### src/rtl/uart_rx_pkt_pkg.sv
// Shared types and helpers for the UART receive packet controller.
package uart_rx_pkt_pkg;

  localparam logic [2:0] ST_IDLE_ENC     = 3'd0;
  localparam logic [2:0] ST_GET_LEN_ENC  = 3'd1;
  localparam logic [2:0] ST_GET_DATA_ENC = 3'd2;
  localparam logic [2:0] ST_GET_CHK_ENC  = 3'd3;
  localparam logic [2:0] ST_HOLD_ENC     = 3'd4;

  typedef enum logic [2:0] {
    ST_IDLE     = ST_IDLE_ENC,
    ST_GET_LEN  = ST_GET_LEN_ENC,
    ST_GET_DATA = ST_GET_DATA_ENC,
    ST_GET_CHK  = ST_GET_CHK_ENC,
    ST_HOLD     = ST_HOLD_ENC
  } state_e;

  localparam logic [7:0] DEFAULT_SYNC_BYTE = 8'hA5;

  // Width needed to hold a payload length of 0..max_len.
  function automatic int len_width(input int max_len);
    return $clog2(max_len + 1);
  endfunction

  // Width of a payload index; never narrower than one bit.
  function automatic int addr_width(input int max_len);
    return (max_len > 1) ? $clog2(max_len) : 1;
  endfunction

endpackage

### src/rtl/uart_rx_packet_ctrl_gap_timer.sv
// Inter-byte gap timer: down-counter reloaded on every byte or while idle,
// expire pulses when TIMEOUT_CYCLES-1 quiet cycles have elapsed.
module rx_gap_timer
  import uart_rx_pkt_pkg::*;
#(
  parameter int TIMEOUT_CYCLES = 50000
) (
  input  logic clk,
  input  logic rst,
  input  logic en,
  input  logic clr,
  output logic expire
);

  localparam int TW = (TIMEOUT_CYCLES > 2) ? $clog2(TIMEOUT_CYCLES) : 1;
  localparam logic [TW-1:0] LOAD = TW'(TIMEOUT_CYCLES - 1);

  logic [TW-1:0] cnt_q, cnt_d;

  // Reload while disabled or on a byte, otherwise count down toward zero.
  always_comb begin
    cnt_d = cnt_q;
    if (!en || clr) begin
      cnt_d = LOAD;
    end else if (cnt_q != '0) begin
      cnt_d = cnt_q - TW'(1);
    end
  end

  // Expiry is the last quiet cycle; a byte on that cycle suppresses it.
  assign expire = en && !clr && (cnt_q == TW'(1));

  // Counter register.
  always_ff @(posedge clk) begin
    if (rst) cnt_q <= LOAD;
    else     cnt_q <= cnt_d;
  end

endmodule

### src/rtl/uart_rx_packet_ctrl.sv
// Frames the UART byte stream (SYNC, LEN, payload, CHK) into validated
// packets held in an internal buffer until the consumer acknowledges.
//
// state       | meaning
// ST_IDLE     | waiting for SYNC_BYTE
// ST_GET_LEN  | next byte is the payload length
// ST_GET_DATA | collecting payload bytes into the buffer
// ST_GET_CHK  | next byte is the XOR checksum
// ST_HOLD     | validated packet held until pkt_ack
module uart_rx_packet_ctrl
  import uart_rx_pkt_pkg::*;
#(
  parameter logic [7:0] SYNC_BYTE      = DEFAULT_SYNC_BYTE,
  parameter int         MAX_LEN        = 16,
  parameter int         TIMEOUT_CYCLES = 50000
) (
  input  logic                             clk,
  input  logic                             rst,
  input  logic                             rx_valid,
  input  logic [7:0]                       rx_byte,
  output logic                             pkt_ready,
  output logic [len_width(MAX_LEN)-1:0]    pkt_len,
  input  logic [addr_width(MAX_LEN)-1:0]   rd_addr,
  output logic [7:0]                       rd_data,
  input  logic                             pkt_ack,
  output logic                             busy,
  output logic                             chk_err,
  output logic                             len_err,
  output logic                             timeout_err,
  output logic                             drop_err
);

  localparam int LW = len_width(MAX_LEN);
  localparam int AW = addr_width(MAX_LEN);
  localparam logic [7:0] MAX_LEN_B = 8'(MAX_LEN);

  state_e        state_q, state_d;
  logic [LW-1:0] len_q, len_d;
  logic [LW-1:0] idx_q, idx_d;
  logic [7:0]    chk_q, chk_d;
  logic          chk_err_q, chk_err_d;
  logic          len_err_q, len_err_d;
  logic          timeout_err_q, timeout_err_d;
  logic          drop_err_q, drop_err_d;
  logic          wr_en;
  logic          timer_en;
  logic          gap_expire;
  logic [7:0]    buf_mem_q [MAX_LEN];

  assign timer_en = (state_q == ST_GET_LEN) || (state_q == ST_GET_DATA) ||
                    (state_q == ST_GET_CHK);

  rx_gap_timer #(
    .TIMEOUT_CYCLES(TIMEOUT_CYCLES)
  ) u_gap_timer (
    .clk   (clk),
    .rst   (rst),
    .en    (timer_en),
    .clr   (rx_valid),
    .expire(gap_expire)
  );

  // Next-state, frame bookkeeping and error pulse generation.
  always_comb begin
    state_d       = state_q;
    len_d         = len_q;
    idx_d         = idx_q;
    chk_d         = chk_q;
    chk_err_d     = 1'b0;
    len_err_d     = 1'b0;
    timeout_err_d = 1'b0;
    drop_err_d    = 1'b0;
    wr_en         = 1'b0;
    case (state_q)
      ST_IDLE: begin
        if (rx_valid && (rx_byte == SYNC_BYTE)) state_d = ST_GET_LEN;
      end
      ST_GET_LEN: begin
        if (rx_valid) begin
          if ((rx_byte != 8'd0) && (rx_byte <= MAX_LEN_B)) begin
            len_d   = LW'(rx_byte);
            chk_d   = rx_byte;
            idx_d   = '0;
            state_d = ST_GET_DATA;
          end else begin
            len_err_d = 1'b1;
            state_d   = ST_IDLE;
          end
        end else if (gap_expire) begin
          timeout_err_d = 1'b1;
          state_d       = ST_IDLE;
        end
      end
      ST_GET_DATA: begin
        if (rx_valid) begin
          wr_en = 1'b1;
          chk_d = chk_q ^ rx_byte;
          idx_d = idx_q + LW'(1);
          if (idx_q == (len_q - LW'(1))) state_d = ST_GET_CHK;
        end else if (gap_expire) begin
          timeout_err_d = 1'b1;
          state_d       = ST_IDLE;
        end
      end
      ST_GET_CHK: begin
        if (rx_valid) begin
          if (rx_byte == chk_q) begin
            state_d = ST_HOLD;
          end else begin
            chk_err_d = 1'b1;
            state_d   = ST_IDLE;
          end
        end else if (gap_expire) begin
          timeout_err_d = 1'b1;
          state_d       = ST_IDLE;
        end
      end
      ST_HOLD: begin
        // Buffer stays frozen; any byte arriving now is lost.
        if (rx_valid) drop_err_d = 1'b1;
        if (pkt_ack)  state_d    = ST_IDLE;
      end
      default: state_d = ST_IDLE;
    endcase
  end

  // Control and status registers.
  always_ff @(posedge clk) begin
    if (rst) begin
      state_q       <= ST_IDLE;
      len_q         <= '0;
      idx_q         <= '0;
      chk_q         <= '0;
      chk_err_q     <= 1'b0;
      len_err_q     <= 1'b0;
      timeout_err_q <= 1'b0;
      drop_err_q    <= 1'b0;
    end else begin
      state_q       <= state_d;
      len_q         <= len_d;
      idx_q         <= idx_d;
      chk_q         <= chk_d;
      chk_err_q     <= chk_err_d;
      len_err_q     <= len_err_d;
      timeout_err_q <= timeout_err_d;
      drop_err_q    <= drop_err_d;
    end
  end

  // Payload buffer; deliberately not reset.
  always_ff @(posedge clk) begin
    if (wr_en) buf_mem_q[idx_q[AW-1:0]] <= rx_byte;
  end

  assign rd_data     = buf_mem_q[rd_addr];
  assign pkt_ready   = (state_q == ST_HOLD);
  assign pkt_len     = len_q;
  assign busy        = (state_q != ST_IDLE);
  assign chk_err     = chk_err_q;
  assign len_err     = len_err_q;
  assign timeout_err = timeout_err_q;
  assign drop_err    = drop_err_q;

endmodule

### config.mk
export PLATFORM = sky130hd
export DESIGN_NAME = uart_rx_packet_ctrl
export DESIGN_NICKNAME = d
export VERILOG_FILES = /design/src/rtl/uart_rx_pkt_pkg.sv /design/src/rtl/uart_rx_packet_ctrl_gap_timer.sv /design/src/rtl/uart_rx_packet_ctrl.sv
export SDC_FILE = /design/constraint.sdc
export NUM_CORES = 1
export LEC_CHECK = 0
export CAP_MARGIN = 20
export CORE_AREA = 5 5 121 123
export DETAILED_ROUTE_END_ITERATION = 6
export DIE_AREA = 0 0 126 128
export GPL_ROUTABILITY_DRIVEN = 0
export PLACE_DENSITY_LB_ADDON = 0.25
export SLEW_MARGIN = 25
export SYNTH_ARGS = -nofsm -noshare
export SYNTH_HDL_FRONTEND = slang
export SYNTH_SLANG_ARGS = --single-unit
### constraint.sdc
create_clock -name clk -period 3.47 [get_ports clk]
set_input_delay 0.8675 -clock clk [delete_from_list [all_inputs] [get_ports clk]]
set_output_delay 0.8675 -clock clk [all_outputs]
set_load 0.02 [all_outputs]
* After elaboration in Yosys (flattened, before gate mapping)
Memories as Yosys holds them, arrays and structs flattened.
Index checks and enable logic that the tools add are counted.
** Cells by class
- $add $sub $neg :: 3
- Multipliers :: 0
- Divide/modulo/power cells :: 0
- $lt $le $gt $ge :: 1
- Equal/unequal tests :: 14
- Shift operators :: 0
- Muxes and demuxes :: 25
- Bitwise gates (word level) :: 6
- Reductions and logical operators :: 23
** Operator list (count)
- two-way mux 3 bit :: 8
- two-way mux 8 bit :: 3
- equality test 16 x 1 -> 1 bit, second input constant :: 1
- case mux 8 bit (2 select lines) :: 1
- nonzero test 16 bit :: 1
- subtractor 16 x 1 -> 16 bit, second input constant :: 1
- two-way mux 5 bit :: 3
- case mux 3 bit (5 select lines) :: 1
- OR reduction 3 bit :: 4
- case mux 5 bit (2 select lines) :: 1
- equality test 8 bit :: 1
- equality test 8 bit, second input constant :: 1
- <= comparator 8 x 5 -> 1 bit, second input constant :: 1
- nonzero test 8 bit :: 1
- bitwise XOR 8 bit :: 1
- two-way mux 1 bit :: 7
- equality test 3 x 2 -> 1 bit, second input constant :: 2
- != test 2 bit, second input constant :: 3
- AND reduction 3 bit :: 2
- adder 5 x 1 -> 5 bit, second input constant :: 1
- equality test 5 bit :: 1
- inverter 1 bit :: 5
- subtractor 5 x 1 -> 5 bit, second input constant :: 1
- logical AND 1 bit :: 4
- 12 further kinds :: 17
** Word-level totals
- Flip-flop bits (word level) :: 41
- Latch bits :: 0
- RAM bits :: 128
- Bits in read-only memories :: 0
- Bits of input ports :: 16
- Output and inout bits :: 19
- Logic and storage cells :: 82
- Memories :: 1
** Memories
- buf_mem_q :: depth 16, width 8, read ports 1, clocked after Yosys merged registers in 0, wr ports 1, RTL line uart_rx_packet_ctrl.sv:48 : logic [7:0] buf_mem_q [MAX_LEN];

* Logic depth before layout (Yosys ltp)
- Word-level depth :: 8
- Depth in mapped cells :: 7
- Gate-level depth less buffers :: 7

* By module
From an unflattened synthesis, not the netlist that was laid out.
** Second synthesis, totals
- Cells, all modules :: 524
- Area, all modules :: 7607.3 µm²
** Modules (own cells, without submodules)
- uart_rx_packet_ctrl :: times used 1, cells an instance 417, area an instance 6687.7 µm², seq. area each 4344.2 µm²
- rx_gap_timer :: times used 1, cells an instance 107, area an instance 919.6 µm², seq. area each 320.3 µm²

* Least setup slack after synthesis
Ideal clock, no wire load.
- Path kind :: input -> output
- Start point :: in rd_addr[0]
- End point :: out rd_data[0]
- Arrival :: 2.450 ns
- Data required time :: 2.602 ns
- Setup slack :: 0.152 ns
- Cell stages on the path :: 4
- Path buffers :: 2
- Cell sequence :: clkbuf_1 buf_2 mux4_2 mux4_2
** On the way
- Word-level cells in the longest chain between the ends :: 1
** RTL lines
- start, declared :: RTL line uart_rx_packet_ctrl.sv:23 : input logic [addr_width(MAX_LEN)-1:0] rd_addr,
- memory read (16 x 8 bit)
- end, declared :: RTL line uart_rx_packet_ctrl.sv:24 : output logic [7:0] rd_data,
No other way between the ends.

* Worst setup path in the final report
- Start point :: in rd_addr[0]
- End point :: out rd_data[5]
The elaborated chain is that of the path after synthesis.

==> results_dict.tcl <==
set metrics [dict create \
    synth_top_cells_by_count "sky130_fd_sc_hd__edfxtp_1 (128), sky130_fd_sc_hd__dfxtp_1 (41), sky130_fd_sc_hd__mux4_2 (40), sky130_fd_sc_hd__nand2_1 (31), sky130_fd_sc_hd__nor2_1 (22)" \
    via_count_of_the_routed_design 4297 \
    cp.required_ns 2.60 \
    placeableCoreArea_sq_mm 0.0136 \
    drt_wl_total_microns 16200 \
    layout.cell_area.non_filler_sq_mm 0.00857 \
    crit_path_top_delay_cell "sky130_fd_sc_hd__mux4_2" \
    clkPwrFrac_pct 43.4 \
    core.rowCount 43 \
    synth.yosys.seq_area_share_pct 64.3 \
    first_global_vias 4421 \
    die_width_microns 126 \
    synth_area_leaders "sky130_fd_sc_hd__edfxtp_1 (53%), sky130_fd_sc_hd__mux4_2 (12%), sky130_fd_sc_hd__dfxtp_1 (11%)" \
    global_route.overflow_total 0 \
    finalCritPeriodShare_pct 98.4 \
    finalCoreUtilization_pct 63.2 \
    iteration_0_drc_count_of_the_detailed_router 363 \
    drc 0 \
    synth_simple_gate_area_share_pct 9.82 \
    placedCellCount 697 \
    final-hold-violation-count 0 \
    p_seq_share_pct 51.4 \
    critPathMostFrequentCell "sky130_fd_sc_hd__mux4_2" \
    detailed_place.area_sq_mm 0.00795 \
    netlist.top_cell.by_area "sky130_fd_sc_hd__edfxtp_1" \
    synth-adder-area-share_pct 1.38 \
    worstMarginPinSlew_ns 0.738 \
    critical_path.max_fanout 12 \
    regToRegSetupSlack_ns 0.79 \
    yosysMostFrequentCell "sky130_fd_sc_hd__edfxtp_1" \
    wire_per_inst_microns 22.2 \
    critical_path.endpoint_type "output pin" \
    fin_total_pwr_mw 4.22 \
    syn-mean-instance-area_sq_um 15.0 \
    post_cts.repair.setup_buffers 0 \
    setup.worst_path.start_class "primary input" \
    cp_cell_sequence "clkbuf_4 -> buf_12 -> mux4_2 -> mux4_2 -> clkdlybuf4s15_1" \
    floorplan.io_pins 35 \
    timing_max_transition_violations_final 0 \
    n_fill_cell 1038 \
    switching_share_pct 19.6 \
    cts_root_buffer "sky130_fd_sc_hd__clkbuf_16" \
    cp.arrival_ns 2.55 \
    synth_compound_area_share_pct 6.31 \
    grt_pass1_wl_microns 25300 \
    status "completed" \
    power.net_switching_mw 0.828 \
    instances_no_fill 731 \
    number_of_antenna_violations_at_the_first_check_in_global_routing 1 \
    place_hpwl_microns 10200 \
    power.internal_mw 3.39 \
    synthDominantCellAreaShare_pct 53.0 \
    achievable-frequency_ghz 0.293 \
    number_of_synthesized_flops_with_an_enable_pin 128 \
    grt_setup_unrepaired "no" \
    fin_nets 562 \
    worst_hold_path_type "reg -> reg" \
    drive_above_1_share_pct 20.5 \
    clock_tree.htree_level_count 4 \
    cts.path.max_buffers 2 \
    comb_power_share_pct 5.1 \
    power_per_cell_area_mw_per_mm2 492 \
    critPathMaxStageDelay_ns 0.50 \
    syn_to_final_growth_pct 18.2 \
    via_per_inst 5.88 \
    ys_async_sr_fraction_pct 0 \
    multiplexer_fraction_of_the_synthesized_cell_area_pct 12.9 \
    buffer_ports.inserted 34 \
    cts-buffers-inserted 17 \
    synth_cells 483 \
    die_height_microns 128 \
    crit_buf_inv 3 \
    initial_standard_cell_utilization_of_the_core_pct 53.5 \
    path_clk_slew_ns 0.06 \
    first_pass_iters 4 \
    gr-usage-all-layers_pct 21.2 \
    largest_net_degree_at_the_start_of_global_routing 25 \
    critical-path-top-delay-family "multiplexers" \
    netlist_area_sq_mm 0.00725 \
    xor_xnor_cell_area_share_of_the_yosys_netlist_pct 2.78 \
    cellLeakagePower_nw 2.81 \
    cts.sinks 169 \
    worst_slew_margin_rel_pct 50.5 \
    n_antenna_cell 0 \
    ys_dominant_reg_cell "sky130_fd_sc_hd__edfxtp_1" \
    synth.net_count 507 \
    die-area_sq_mm 0.0161 \
    yosys_warnings 0 \
    finalSetupViolations 0 \
    worst_hold_slack_ns 0.498 \
    maxCapViolations 0 \
    fin_worst_skew_ns 0.00881 \
    timing_worst_setup_path_type "in -> out" \
    flop_and_latch_count_out_of_synthesis 169 \
    worstSkewPairLatency_ns 0.42 \
    finalWorstPathRequiredPeriod_ns 3.41 \
    synth_cell_type_count 56 \
    final_antenna_net_count 0 \
    max-vdd-ir-drop_uv 311 \
    tritoncts "yes" \
    dominant_combinational_cell_family_by_area_after_synthesis "multiplexers" \
]
==> cell families after synthesis <==
| kind of cell | after synthesis |
|---|---|
| compound gates | 66 |
| fa+ha+maj | 8 |
| buf+inv | 42 |
| xor+xnor | 23 |
| flops | 169 |
| simple gates | 132 |
| mux | 43 |
==> routing by layer <==
layer	wire length (microns)	share of wire [%]	global-route usage, %	vias to the layer above
met3	985	6.1	6.08	19
met5	15	0.092	0	-
met1	6570	41	26.4	2147
met4	263	1.6	6.75	2
met2	8380	52	36.3	134
li1	-	-	-	1995
==> through the flow <==
stage               setup slack [ns]  setup TNS [ns]
floorplan                      0.152               0
global placement              -0.409           -2.92
detailed placement            -0.415           -3.01
CTS                          -0.0267         -0.0517
global route                0.000239               0
finish                        0.0557               0
==> layout make-up <==
class / count / area (sq um) / share of cell area [%]
multi-input cells: 272 / 2410 / 28.1
well taps: 180 / 225 / 2.63
inverters: 13 / 48.8 / 0.569
flip-flops and latches: 169 / 4660 / 54.4
clock inverters: 7 / 91.3 / 1.07
repair buffers: 65 / 648 / 7.56
clock buffers: 25 / 485 / 5.66
==> worst register-to-register path: stages (launching register included) <==
cell                      delay [ns]
sky130_fd_sc_hd__dfxtp_1        0.54
sky130_fd_sc_hd__or3b_1         0.54
sky130_fd_sc_hd__or2_0          0.42
sky130_fd_sc_hd__nor2_1         0.23
sky130_fd_sc_hd__and3_1         0.58
==> power by group through the flow <==
stage | combinational (mW) | clock [mW] | sequential, mW
floorplan | 0.113 | 0 | 2.21
global placement | 0.210 | 0 | 2.21
detailed placement | 0.215 | 0 | 2.21
CTS | 0.221 | 1.87 | 2.17
global route | 0.233 | 1.95 | 2.17
finish | 0.217 | 1.83 | 2.17
==> sequential cells by signal, summed over array words and instances (netlist names) <==
signal and flops:
chk_err 1, idx_q 5, len_err 1, buf_mem_q 128, pkt_len 5, u_gap_timer.cnt_q 16, drop_err 1, chk_q 8
state_q 3, timeout_err 1
==> worst paths after layout <==
check	startpoint	end	depth (start not counted)
max reg2reg	state_q[1]$_SDFFE_PP0P_	buf_mem_q[9][3]$_DFFE_PP_	4
max	rd_addr[0]	rd_data[5]	5
min	pkt_len[4]$_SDFFE_PP0P_	pkt_len[4]$_SDFFE_PP0P_	2
min reg2reg	pkt_len[4]$_SDFFE_PP0P_	pkt_len[4]$_SDFFE_PP0P_	2
==> cell usage in the layout, fill, tap and decap left out, types with 4 or more instances in the layout <==
cell                              instances
sky130_fd_sc_hd__edfxtp_1               128
sky130_fd_sc_hd__dfxtp_1                 41
sky130_fd_sc_hd__mux4_2                  40
sky130_fd_sc_hd__nand2_1                 31
sky130_fd_sc_hd__buf_4                   25
sky130_fd_sc_hd__clkdlybuf4s50_1         24
sky130_fd_sc_hd__nor2_1                  22
sky130_fd_sc_hd__a21oi_1                 17
sky130_fd_sc_hd__clkbuf_16               17
sky130_fd_sc_hd__inv_1                   13
sky130_fd_sc_hd__nor3_1                  13
sky130_fd_sc_hd__xor2_1                  12
sky130_fd_sc_hd__xnor2_1                 11
sky130_fd_sc_hd__and2_1                  10
sky130_fd_sc_hd__nand3_1                  9
sky130_fd_sc_hd__ha_1                     8
sky130_fd_sc_hd__and3_1                   7
sky130_fd_sc_hd__nor4_1                   7
sky130_fd_sc_hd__a211oi_1                 7
sky130_fd_sc_hd__o21ai_0                  7
sky130_fd_sc_hd__nor2b_1                  6
sky130_fd_sc_hd__o31ai_1                  6
sky130_fd_sc_hd__a32oi_1                  6
sky130_fd_sc_hd__clkbuf_1                 5
sky130_fd_sc_hd__or3_1                    4
sky130_fd_sc_hd__o211ai_1                 4
sky130_fd_sc_hd__o22ai_1                  4
sky130_fd_sc_hd__buf_12                   4
==> what timing repair did <==
item / in CTS / in global routing
endpoints found under the setup margin: 8 / 6
hold buffers: 0 / 0
resized for setup: 20 / 7
endpoints found under the hold margin: 0 / 0
gates cloned: 2 / 0
(Power assumes the default switching activity.)
